[src/rtl/dvp_rgb565_capture_pkg.sv]
// Shared types and pixel helpers for the DVP RGB565 capture front end.
// TEST_PATTERN_EN adds the colour-bar helper used in place of camera data.
package dvp_capture_pkg;

  localparam int RGB444_W = 12;

  typedef enum logic [1:0] {
    S_SKIP,
    S_WAIT,
    S_ACTIVE
  } state_t;

  // Keep the top bits of each channel: {R[4:1], G[5:2], B[4:1]}.
  function automatic logic [RGB444_W-1:0] rgb565_to_rgb444(input logic [15:0] pix);
    return {pix[15:12], pix[10:7], pix[4:1]};
  endfunction

`ifdef TEST_PATTERN_EN
  function automatic logic [RGB444_W-1:0] bar_colour(input logic [2:0] bar);
    return {{4{bar[2]}}, {4{bar[1]}}, {4{bar[0]}}};
  endfunction
`endif

endpackage

[src/rtl/dvp_rgb565_capture_if.sv]
// Camera byte bus in, RGB444 pixel stream out; slave is the capture block,
// master is whatever drives the camera pins and consumes the stream.
interface dvp_rgb565_capture_if;
  import dvp_capture_pkg::*;

  logic                i_dvp_vsync;
  logic                i_dvp_href;
  logic [7:0]          i_dvp_data;
  logic                o_rgb565_vde;
  logic                o_rgb565_vsync;
  logic [RGB444_W-1:0] o_rgb565_data;
  logic                o_line_error;

  modport master (
    output i_dvp_vsync,
    output i_dvp_href,
    output i_dvp_data,
    input  o_rgb565_vde,
    input  o_rgb565_vsync,
    input  o_rgb565_data,
    input  o_line_error
  );

  modport slave (
    input  i_dvp_vsync,
    input  i_dvp_href,
    input  i_dvp_data,
    output o_rgb565_vde,
    output o_rgb565_vsync,
    output o_rgb565_data,
    output o_line_error
  );

endinterface

[src/rtl/dvp_rgb565_capture_byte_pair.sv]
// Pairs camera bytes {R5,G[5:3]} then {G[2:0],B5} into one RGB565 pixel and
// flags lines that end on an unpaired byte.
module dvp_byte_pair (
  input  logic        i_camera_clk,
  input  logic        i_rstn,
  input  logic        enable,
  input  logic        href,
  input  logic        href_fall,
  input  logic        abort,
  input  logic [7:0]  data,
  output logic        pixel_valid,
  output logic [15:0] pixel,
  output logic        odd_error
);

  logic       phase;
  logic [7:0] byte_a;

  // Abort (vsync mid-line) and leaving the active state both drop any half pixel.
  always_ff @(posedge i_camera_clk or negedge i_rstn) begin
    if (!i_rstn) begin
      phase       <= 1'b0;
      byte_a      <= 8'd0;
      pixel       <= 16'd0;
      pixel_valid <= 1'b0;
      odd_error   <= 1'b0;
    end else begin
      pixel_valid <= 1'b0;
      odd_error   <= 1'b0;
      if (!enable || abort) begin
        phase <= 1'b0;
      end else if (href) begin
        if (!phase) begin
          byte_a <= data;
          phase  <= 1'b1;
        end else begin
          pixel       <= {byte_a, data};
          pixel_valid <= 1'b1;
          phase       <= 1'b0;
        end
      end else if (href_fall) begin
        odd_error <= phase;
        phase     <= 1'b0;
      end
    end
  end

endmodule

[src/rtl/dvp_rgb565_capture.sv]
// DVP camera capture: frame skip after reset, RGB565 -> RGB444, crop to
// IMAGE_SIZE_H x IMAGE_SIZE_V. Define TEST_PATTERN_EN for colour bars.
module dvp_rgb565_capture
  import dvp_capture_pkg::*;
#(
  parameter logic [15:0] IMAGE_SIZE_H = 16'd512,
  parameter logic [15:0] IMAGE_SIZE_V = 16'd384,
  parameter logic [7:0]  FRAME_SKIP   = 8'd10
) (
  input logic                 i_camera_clk,
  input logic                 i_rstn,
  dvp_rgb565_capture_if.slave dvp
);

  logic                vsync_s1, href_s1, vsync_d, href_d;
  logic [7:0]          data_s1;
  logic                vsync_rise, vsync_fall, href_fall;
  state_t              state;
  logic [7:0]          skip_cnt;
  logic [11:0]         x_cnt, y_cnt;
  logic                in_crop, active, entering_active;
  logic                pixel_valid, odd_error;
  logic [15:0]         pixel;
  logic [RGB444_W-1:0] pixel_rgb;
  logic                vde_q, vsync_q, line_error_q;
  logic [RGB444_W-1:0] data_q;

  always_ff @(posedge i_camera_clk or negedge i_rstn) begin
    if (!i_rstn) begin
      vsync_s1 <= 1'b0;
      href_s1  <= 1'b0;
      data_s1  <= 8'd0;
      vsync_d  <= 1'b0;
      href_d   <= 1'b0;
    end else begin
      vsync_s1 <= dvp.i_dvp_vsync;
      href_s1  <= dvp.i_dvp_href;
      data_s1  <= dvp.i_dvp_data;
      vsync_d  <= vsync_s1;
      href_d   <= href_s1;
    end
  end

  assign vsync_rise      = vsync_s1 & ~vsync_d;
  assign vsync_fall      = ~vsync_s1 & vsync_d;
  assign href_fall       = ~href_s1 & href_d;
  assign active          = (state == S_ACTIVE);
  assign entering_active = (state == S_WAIT) && vsync_fall;

  // Frames are counted by vsync falls; the FRAME_SKIP-th fall arms S_WAIT.
  always_ff @(posedge i_camera_clk or negedge i_rstn) begin
    if (!i_rstn) begin
      state    <= S_SKIP;
      skip_cnt <= 8'd0;
    end else begin
      case (state)
        S_SKIP: begin
          if (FRAME_SKIP == 8'd0) begin
            state <= S_WAIT;
          end else if (vsync_fall) begin
            if (skip_cnt + 8'd1 == FRAME_SKIP) state <= S_WAIT;
            skip_cnt <= skip_cnt + 8'd1;
          end
        end
        S_WAIT:   if (vsync_fall) state <= S_ACTIVE;
        S_ACTIVE: if (vsync_rise) state <= S_WAIT;
        default:  state <= S_SKIP;
      endcase
    end
  end

  dvp_byte_pair u_byte_pair (
    .i_camera_clk (i_camera_clk),
    .i_rstn       (i_rstn),
    .enable       (active),
    .href         (href_s1),
    .href_fall    (href_fall),
    .abort        (vsync_rise & href_s1),
    .data         (data_s1),
    .pixel_valid  (pixel_valid),
    .pixel        (pixel),
    .odd_error    (odd_error)
  );

`ifdef TEST_PATTERN_EN
  assign pixel_rgb = bar_colour(x_cnt[8:6]);
`else
  assign pixel_rgb = rgb565_to_rgb444(pixel);
`endif

  assign in_crop = ({4'd0, x_cnt} < IMAGE_SIZE_H) && ({4'd0, y_cnt} < IMAGE_SIZE_V);

  // The last pixel of a line and its href fall land together: crop uses the
  // old x/y, then the line clear wins. Counters saturate so huge lines never wrap back in.
  always_ff @(posedge i_camera_clk or negedge i_rstn) begin
    if (!i_rstn) begin
      x_cnt        <= 12'd0;
      y_cnt        <= 12'd0;
      vde_q        <= 1'b0;
      vsync_q      <= 1'b0;
      data_q       <= '0;
      line_error_q <= 1'b0;
    end else begin
      vde_q   <= 1'b0;
      vsync_q <= active;
      if (entering_active) begin
        x_cnt <= 12'd0;
        y_cnt <= 12'd0;
      end else begin
        if (pixel_valid && (x_cnt != 12'hFFF)) x_cnt <= x_cnt + 12'd1;
        if (active && href_fall) begin
          x_cnt <= 12'd0;
          if (y_cnt != 12'hFFF) y_cnt <= y_cnt + 12'd1;
        end
      end
      if (pixel_valid && in_crop) begin
        vde_q  <= 1'b1;
        data_q <= pixel_rgb;
      end
      if (odd_error) line_error_q <= 1'b1;
    end
  end

  assign dvp.o_rgb565_vde   = vde_q;
  assign dvp.o_rgb565_vsync = vsync_q;
  assign dvp.o_rgb565_data  = data_q;
  assign dvp.o_line_error   = line_error_q;

endmodule

[src/flat_wrapper.sv]
// flat-port wrapper written by rule: the top's interface ports become plain ports
module dvp_rgb565_capture_flat import dvp_capture_pkg::*;
#(
  parameter logic [15:0] IMAGE_SIZE_H = 16'd512,
  parameter logic [15:0] IMAGE_SIZE_V = 16'd384,
  parameter logic [7:0]  FRAME_SKIP   = 8'd10
)
  (i_camera_clk, i_rstn, dvp_i_dvp_vsync, dvp_i_dvp_href, dvp_i_dvp_data, dvp_o_rgb565_vde, dvp_o_rgb565_vsync, dvp_o_rgb565_data, dvp_o_line_error);
  dvp_rgb565_capture_if dvp_i ();
  input logic i_camera_clk;
  input logic i_rstn;
  input wire logic [$bits(dvp_i.i_dvp_vsync)-1:0] dvp_i_dvp_vsync;
  input wire logic [$bits(dvp_i.i_dvp_href)-1:0] dvp_i_dvp_href;
  input wire logic [$bits(dvp_i.i_dvp_data)-1:0] dvp_i_dvp_data;
  output wire logic [$bits(dvp_i.o_rgb565_vde)-1:0] dvp_o_rgb565_vde;
  output wire logic [$bits(dvp_i.o_rgb565_vsync)-1:0] dvp_o_rgb565_vsync;
  output wire logic [$bits(dvp_i.o_rgb565_data)-1:0] dvp_o_rgb565_data;
  output wire logic [$bits(dvp_i.o_line_error)-1:0] dvp_o_line_error;
  assign dvp_i.i_dvp_vsync = dvp_i_dvp_vsync;
  assign dvp_i.i_dvp_href = dvp_i_dvp_href;
  assign dvp_i.i_dvp_data = dvp_i_dvp_data;
  assign dvp_o_rgb565_vde = dvp_i.o_rgb565_vde;
  assign dvp_o_rgb565_vsync = dvp_i.o_rgb565_vsync;
  assign dvp_o_rgb565_data = dvp_i.o_rgb565_data;
  assign dvp_o_line_error = dvp_i.o_line_error;
  dvp_rgb565_capture #(.IMAGE_SIZE_H(IMAGE_SIZE_H), .IMAGE_SIZE_V(IMAGE_SIZE_V), .FRAME_SKIP(FRAME_SKIP)) u_core (.i_camera_clk(i_camera_clk), .i_rstn(i_rstn), .dvp(dvp_i));
endmodule
[config.mk]
export PLATFORM = sky130hd
export DESIGN_NAME = dvp_rgb565_capture_flat
export DESIGN_NICKNAME = d
export VERILOG_FILES = /design/src/rtl/dvp_rgb565_capture_pkg.sv /design/src/rtl/dvp_rgb565_capture_if.sv /design/src/rtl/dvp_rgb565_capture_byte_pair.sv /design/src/rtl/dvp_rgb565_capture.sv /design/src/flat_wrapper.sv
export SDC_FILE = /design/constraint.sdc
export NUM_CORES = 1
export LEC_CHECK = 0
export BUFFER_PORTS_ARGS = -buffer_cell sky130_fd_sc_hd__buf_2
export CORE_MARGIN = 2
export CORE_UTILIZATION = 49
export DETAILED_ROUTE_END_ITERATION = 10
export GPL_TIMING_DRIVEN = 0
export MAX_ROUTING_LAYER = met4
export PLACE_DENSITY = 0.78
export SLEW_MARGIN = 20
export SYNTH_ARGS = -nofsm -noshare
export SYNTH_HDL_FRONTEND = slang
export SYNTH_SLANG_ARGS = --single-unit
[constraint.sdc]
create_clock -name i_camera_clk -period 2.4 [get_ports i_camera_clk]
set_clock_uncertainty 0.2 [all_clocks]
set_input_delay 0.6 -clock i_camera_clk [delete_from_list [all_inputs] [get_ports i_camera_clk]]
set_output_delay 0.6 -clock i_camera_clk [all_outputs]
set_load 0.02 [all_outputs]
Word level (Yosys, flattened, before mapping)
Cells that the tools add are included.

word-level totals
  bits of input ports = 12
  flip-flop bits (word level) = 88

operators by class
  reduce and logical (&&, ||, !) cells = 17
  add/subtract/negate cells = 3
  order comparisons = 2
  bitwise operators = 9
  multiplexer cells = 22
  equality and inequality tests = 9

operators by type and width
  cell                     number
  $mux W12                 6
  $add A12 B1 Y12 const B  2
  $ne A12 B12 Y1 const B   2
  $lt A12 B10 Y1 const B   1
  $lt A12 B9 Y1 const B    1
  $mux W1                  11
  $add A8 B1 Y8 const B    1
  $eq A8 B4 Y1 const B     1
  $mux W2                  4
  $ne A2 B1 Y1 const B     4
  $pmux W2 S3              1
  $reduce_and A3 Y1        2
  $reduce_bool A3 Y1       2
  $logic_and A1 B1 Y1      5
  $not A1 Y1               5
  $and A1 B1 Y1            4
  $reduce_and A2 Y1        2
  $reduce_and A4 Y1        1
  $reduce_bool A2 Y1       2
  $eq A2 B1 Y1 const B     1
  $eq A2 B2 Y1 const B     1
  $logic_not A2 Y1         1
  $logic_not A1 Y1         1
  $logic_or A1 B1 Y1       1

Depth between registers and ports, before layout
  depth after elaboration = 6
  mapped depth = 6

Cells and area by module
Synthesis repeated with hierarchy kept, for this count alone.

unflattened totals
  cell total of the unflattened synthesis = 310
  area total of the unflattened synthesis = 3953.8 um2

modules (own cells, without submodules)
  module              area an instance (um2)  instances  cells an instance
  dvp_rgb565_capture  2844.0                  1          249
  dvp_byte_pair       1109.8                  1          61

Worst setup path after synthesis
No wires, ideal clock.

  kind = flip-flop to flip-flop
  from = register u_core.x_cnt[0]
  to = register u_core.x_cnt[9]
  clock period less this slack = 1.814 ns
  path buffers = 0
  slack = 0.586 ns
  arrival time = 1.537 ns
  stages on the path, launching flop included = 6
  path through = dfrtp_1 ha_1 nand3_1 nor3_1 or4_1 a21oi_1

between the ends
  cells in the longest elaborated chain, start to end = 4
  elaborated cells between the ends (all ways) = 7

ends and longest elaborated chain
  element                 RTL line                   text
  from (decl)             dvp_rgb565_capture.sv:20   logic [11:0] x_cnt, y_cnt;
  from (signal assigned)  dvp_rgb565_capture.sv:110  if (pixel_valid && (x_cnt != 12'hFFF)) x_cnt <= x_cnt + 12'd1;
  $add A12 B1 Y12         dvp_rgb565_capture.sv:110
  $mux W12                dvp_rgb565_capture.sv:110
  $mux W12                dvp_rgb565_capture.sv:111  if (active && href_fall) begin
  $mux W12                dvp_rgb565_capture.sv:106  if (entering_active) begin

Several ways; a longest one is shown, not always the timed one. The select of a mux whose other input is x is not followed.
A chain may end at the register's enable or synchronous reset.

Worst setup path after layout
  from = register u_core.y_cnt[0]
  to = register u_core.y_cnt[6]

between the ends
  cells in the longest elaborated chain, start to end = 4
  elaborated cells between the ends (all ways) = 7

ends and longest elaborated chain
  element                 RTL line                   text
  from (decl)             dvp_rgb565_capture.sv:20
  from (signal assigned)  dvp_rgb565_capture.sv:113  if (y_cnt != 12'hFFF) y_cnt <= y_cnt + 12'd1;
  $add A12 B1 Y12         dvp_rgb565_capture.sv:113
  $mux W12                dvp_rgb565_capture.sv:113
  $mux W12                dvp_rgb565_capture.sv:111
  $mux W12                dvp_rgb565_capture.sv:106

Several ways; a longest one is shown, not always the timed one. The select of a mux whose other input is x is not followed.

==> summary.md <==
| Metric | Value |
|---|---|
| Async SR Flop Fraction | 100% |
| Cell Pwr Density | 795 nW/um^2 |
| Via density | roughly 5.4 |
| Vias in the first global route | 2,234 |
| Min-delay src | dvp_i_dvp_data[4] |
| Yosys warns | 0 |
| WL/cell | 13.8 microns |
| Tot Pwr | around 3.2 mW |
| R2R depth | 6 |
| Clock root buffer master | clkbuf_8 |
| Top FF cell, synth | dfrtp_1 |
| Layout area overhead | 13.9% |
| HPWL after DPL | 4.16 mm |
| Ports | 27 |
| Met2 wire len | 2.86 mm |
| Avg Cell Area, Syn | 12.0 sq um |
| Mapped Cells | 295 |
| WHS Path Cells | 1 |
| Top sig layer | met4 |
| # setup viols final | 0 |
| Hold Fails Final Rpt | 0 |
| First-pass GRT wire length | 10.5 mm |
| Fraction of layout instances using a drive strength above 1 | between 20 and 30% |
| Total wire length | 6.02 mm |
| LEAKAGE | between 1.5 and 2 nW |
| Core ar. | 6910 sq um |
| DIE WIDTH | 89.0 microns |
| Setup repair after global routing missed its margin | no |
| DRC Markers | 0 |
| RR Startpoint | u_core.y_cnt[0] |
| CP required | 2480 ps |
| Reg-to-reg endpoint | u_core.y_cnt[6] |
| Final Max Tran Viols | 0 |
| Reg2reg setup slack | 310 ps |
| Setup TNS | 0 ps |
| Die height | about 90 microns |
| Most frequent cells in the layout | dfrtp_1, mux2_2, buf_2 |
| Clock transition at the registers of the reported paths | about 100 ps |
| Slew @ Worst Pin | 568 ps |
| Metal3 WL | 239 microns |
| Die area | 7920 sq um |
| CTS tree | built |
| CTS Buffer Depth | 2 |
| H-tree Lvls | 3 |
| Cell area after technology mapping | 3540 sq um |
| WP data arrival | 2180 ps |
| Critical path class | reg -> reg |
| Initial core utilization | between 50% and 60% |
| Post-synth EDFFs | 0 |
| Post-layout nets | 350 |
| Clock Sinks | 83 |
| IO Port Bufs | 26 |
| Seq/Total Area, Yosys | 58.7% |
| Worst Path Max Fanout | 10 |
| Largest net degree at the start of global routing | 61 |
| Outcome | complete, no violations |
| Unique masters post-synth | 41 |
| Placed insts | 418 |
| Period minus WS final | 2090 ps |
| Worst vdd ir | 708 uV |
| Antenna-violating nets left | 0 |
| Site row count | 30 |
| First-pass DRT Iterations | 4 |
| Via Count | 2,369 |
| CTS resizes | 0 |
| Met1 Wirelength | 2.85 mm |
| Max Cap Viol | 0 |
| Commonest non-fill, non-tap cell in the layout | dfrtp_1 |
| GR Overflow Total | 0 |
| Clock Latency Late Sink | ~360 ps |
| Slew headroom | 61.2% |
| DP Area | 3820 sq um |
| Initial antenna violation count | 0 |
| Diode count | 0 |
| Initial DRC count | around 110 |
| Seq cells post-synth | 83 |
| Cts bufs inserted | 9 |
| Final Wtd Congestion | 0.833 |
| Worst hold-check path type | in -> reg |
| Final Instance Area | between 4000 and 5000 sq um |
| GRT Total Usage | 17.9% |
| Min-Delay Endpoint | u_core.data_s1[4] |
| Net Count, Synth | 311 |
| Max Clk Rate | 0.478 GHz |
| Critical Path Source Type | register |
| Layout Cells excl Fill | about 440 |
| Final period util | 87.2% |
| Worst setup EP type | register |
worst max path at each step:
stage | start | cells past startpoint | endpoint
2_1_floorplan | u_core.x_cnt[0] | 5 | u_core.x_cnt[9]
3_3_place_gp | i_rstn | 1 | u_core.u_byte_pair.pixel[13]
3_5_place_dp | u_core.y_cnt[0] | 6 | u_core.y_cnt[6]
4_1_cts | u_core.y_cnt[0] | 6 | u_core.y_cnt[6]
5_1_grt | u_core.y_cnt[0] | 6 | u_core.y_cnt[6]
6_report | u_core.y_cnt[0] | 6 | u_core.y_cnt[6]
metal layers:
| layer | vias to the layer above | track usage, % |
|---|---|---|
| li1 | 1152 | - |
| met1 | 1165 | 23.8 |
| met2 | 44 | 26.5 |
| met3 | 8 | 6.37 |
| met4 | 0 | 4.48 |
| met5 | - | - |
Yosys cell counts, types with 2 or more instances:
| cell | count | area (sq um) |
|---|---|---|
| nor2_1 | 16 | 60.1 |
| mux2_2 | 31 | 349 |
| a2111oi_0 | 3 | 26.3 |
| a21oi_1 | 14 | 70.1 |
| or2_2 | 3 | 18.8 |
| xor2_1 | 7 | 61.3 |
| inv_1 | 10 | 37.5 |
| nand3_1 | 18 | 90.1 |
| and4_1 | 2 | 17.5 |
| buf_2 | 4 | 20.0 |
| and3_1 | 5 | 31.3 |
| ha_1 | 4 | 50.1 |
| clkbuf_1 | 3 | 11.3 |
| xnor2_1 | 10 | 87.6 |
| nand2_1 | 14 | 52.6 |
| or3_1 | 8 | 50.1 |
| nand2b_1 | 2 | 12.5 |
| or4_1 | 2 | 15.0 |
| o21ai_0 | 17 | 85.1 |
| dfrtp_1 | 83 | 2080 |
| nor3_1 | 6 | 30.0 |
| o31ai_1 | 5 | 37.5 |
| nand4_1 | 10 | 62.6 |
stage by stage:
| step | utilization, % | setup slack [ps] | hold slack [ps] |
|---|---|---|---|
| 3_3_place_gp | 54.9 | -82.5 | 222 |
| 2_1_floorplan | - | 586 | 104 |
| 4_1_cts | 58.4 | 309 | 119 |
| 6_report | 58.4 | 307 | 134 |
| 3_5_place_dp | 55.3 | 339 | 237 |
| 5_1_grt | 58.4 | 110 | 99.5 |
critical path: stages, from the launching register on:
cell and delay [ps]:
dfrtp_1 420, ha_1 270, nand3_1 140, o31ai_1 440, buf_2 280, o21ai_0 120
a21oi_1 150
cells by family (layout without fill, tap and decap cells):
family | Yosys count | count (layout) | synth area share (%)
compound gates | 47 | 47 | 8.80
xor+xnor | 17 | 17 | 4.21
fa+ha+maj | 4 | 4 | 1.41
buf+inv | 17 | 61 | 1.94
flops | 83 | 83 | 58.7
mux | 32 | 32 | 10.1
simple gates | 95 | 95 | 14.8
area by class of cell:
class / instances / area, sq um
clock inverters: 7 / 76.3
fillers: 585 / 2880
clock buffers: 9 / 124
inverters: 10 / 37.5
well taps: 96 / 120
plain buffers: 7 / 31.3
multi-input cells: 195 / 1390
flip-flops and latches: 83 / 2080
repair buffers: 28 / 170
flip-flops by register name, indices dropped and copies added (netlist names):
signal / count
u_core.u_byte_pair.phase: 1
u_core.dvp.o_rgb565_vde: 1
u_core.u_byte_pair.pixel_valid: 1
u_core.data_s1: 8
u_core.dvp.o_rgb565_data: 12
u_core.skip_cnt: 8
u_core.u_byte_pair.pixel: 12
u_core.x_cnt: 12
u_core.dvp.o_rgb565_vsync: 1
u_core.vsync_s1: 1
u_core.href_s1: 1
u_core.href_d: 1
u_core.y_cnt: 12
u_core.vsync_d: 1
u_core.u_byte_pair.byte_a: 7
u_core.state: 2
u_core.dvp.o_line_error: 1
u_core.u_byte_pair.odd_error: 1
report_power, final:
group / internal (mW) / switching, mW / leakage, nW
logic: 0.235 / 0.260 / 0.669
registers: 1.58 / 0.145 / 1.11
clock network: 0.415 / 0.575 / 0.103
total: 2.23 / 0.979 / 1.88
timing repair:
item | CTS | global route
buffers inserted | 0 | 0
endpoints found under the setup margin | 0 | 0
endpoints found under the hold margin | 23 | 0
hold buffers | 1 | 0
No activity file was read; power rests on OpenSTA's default activity.
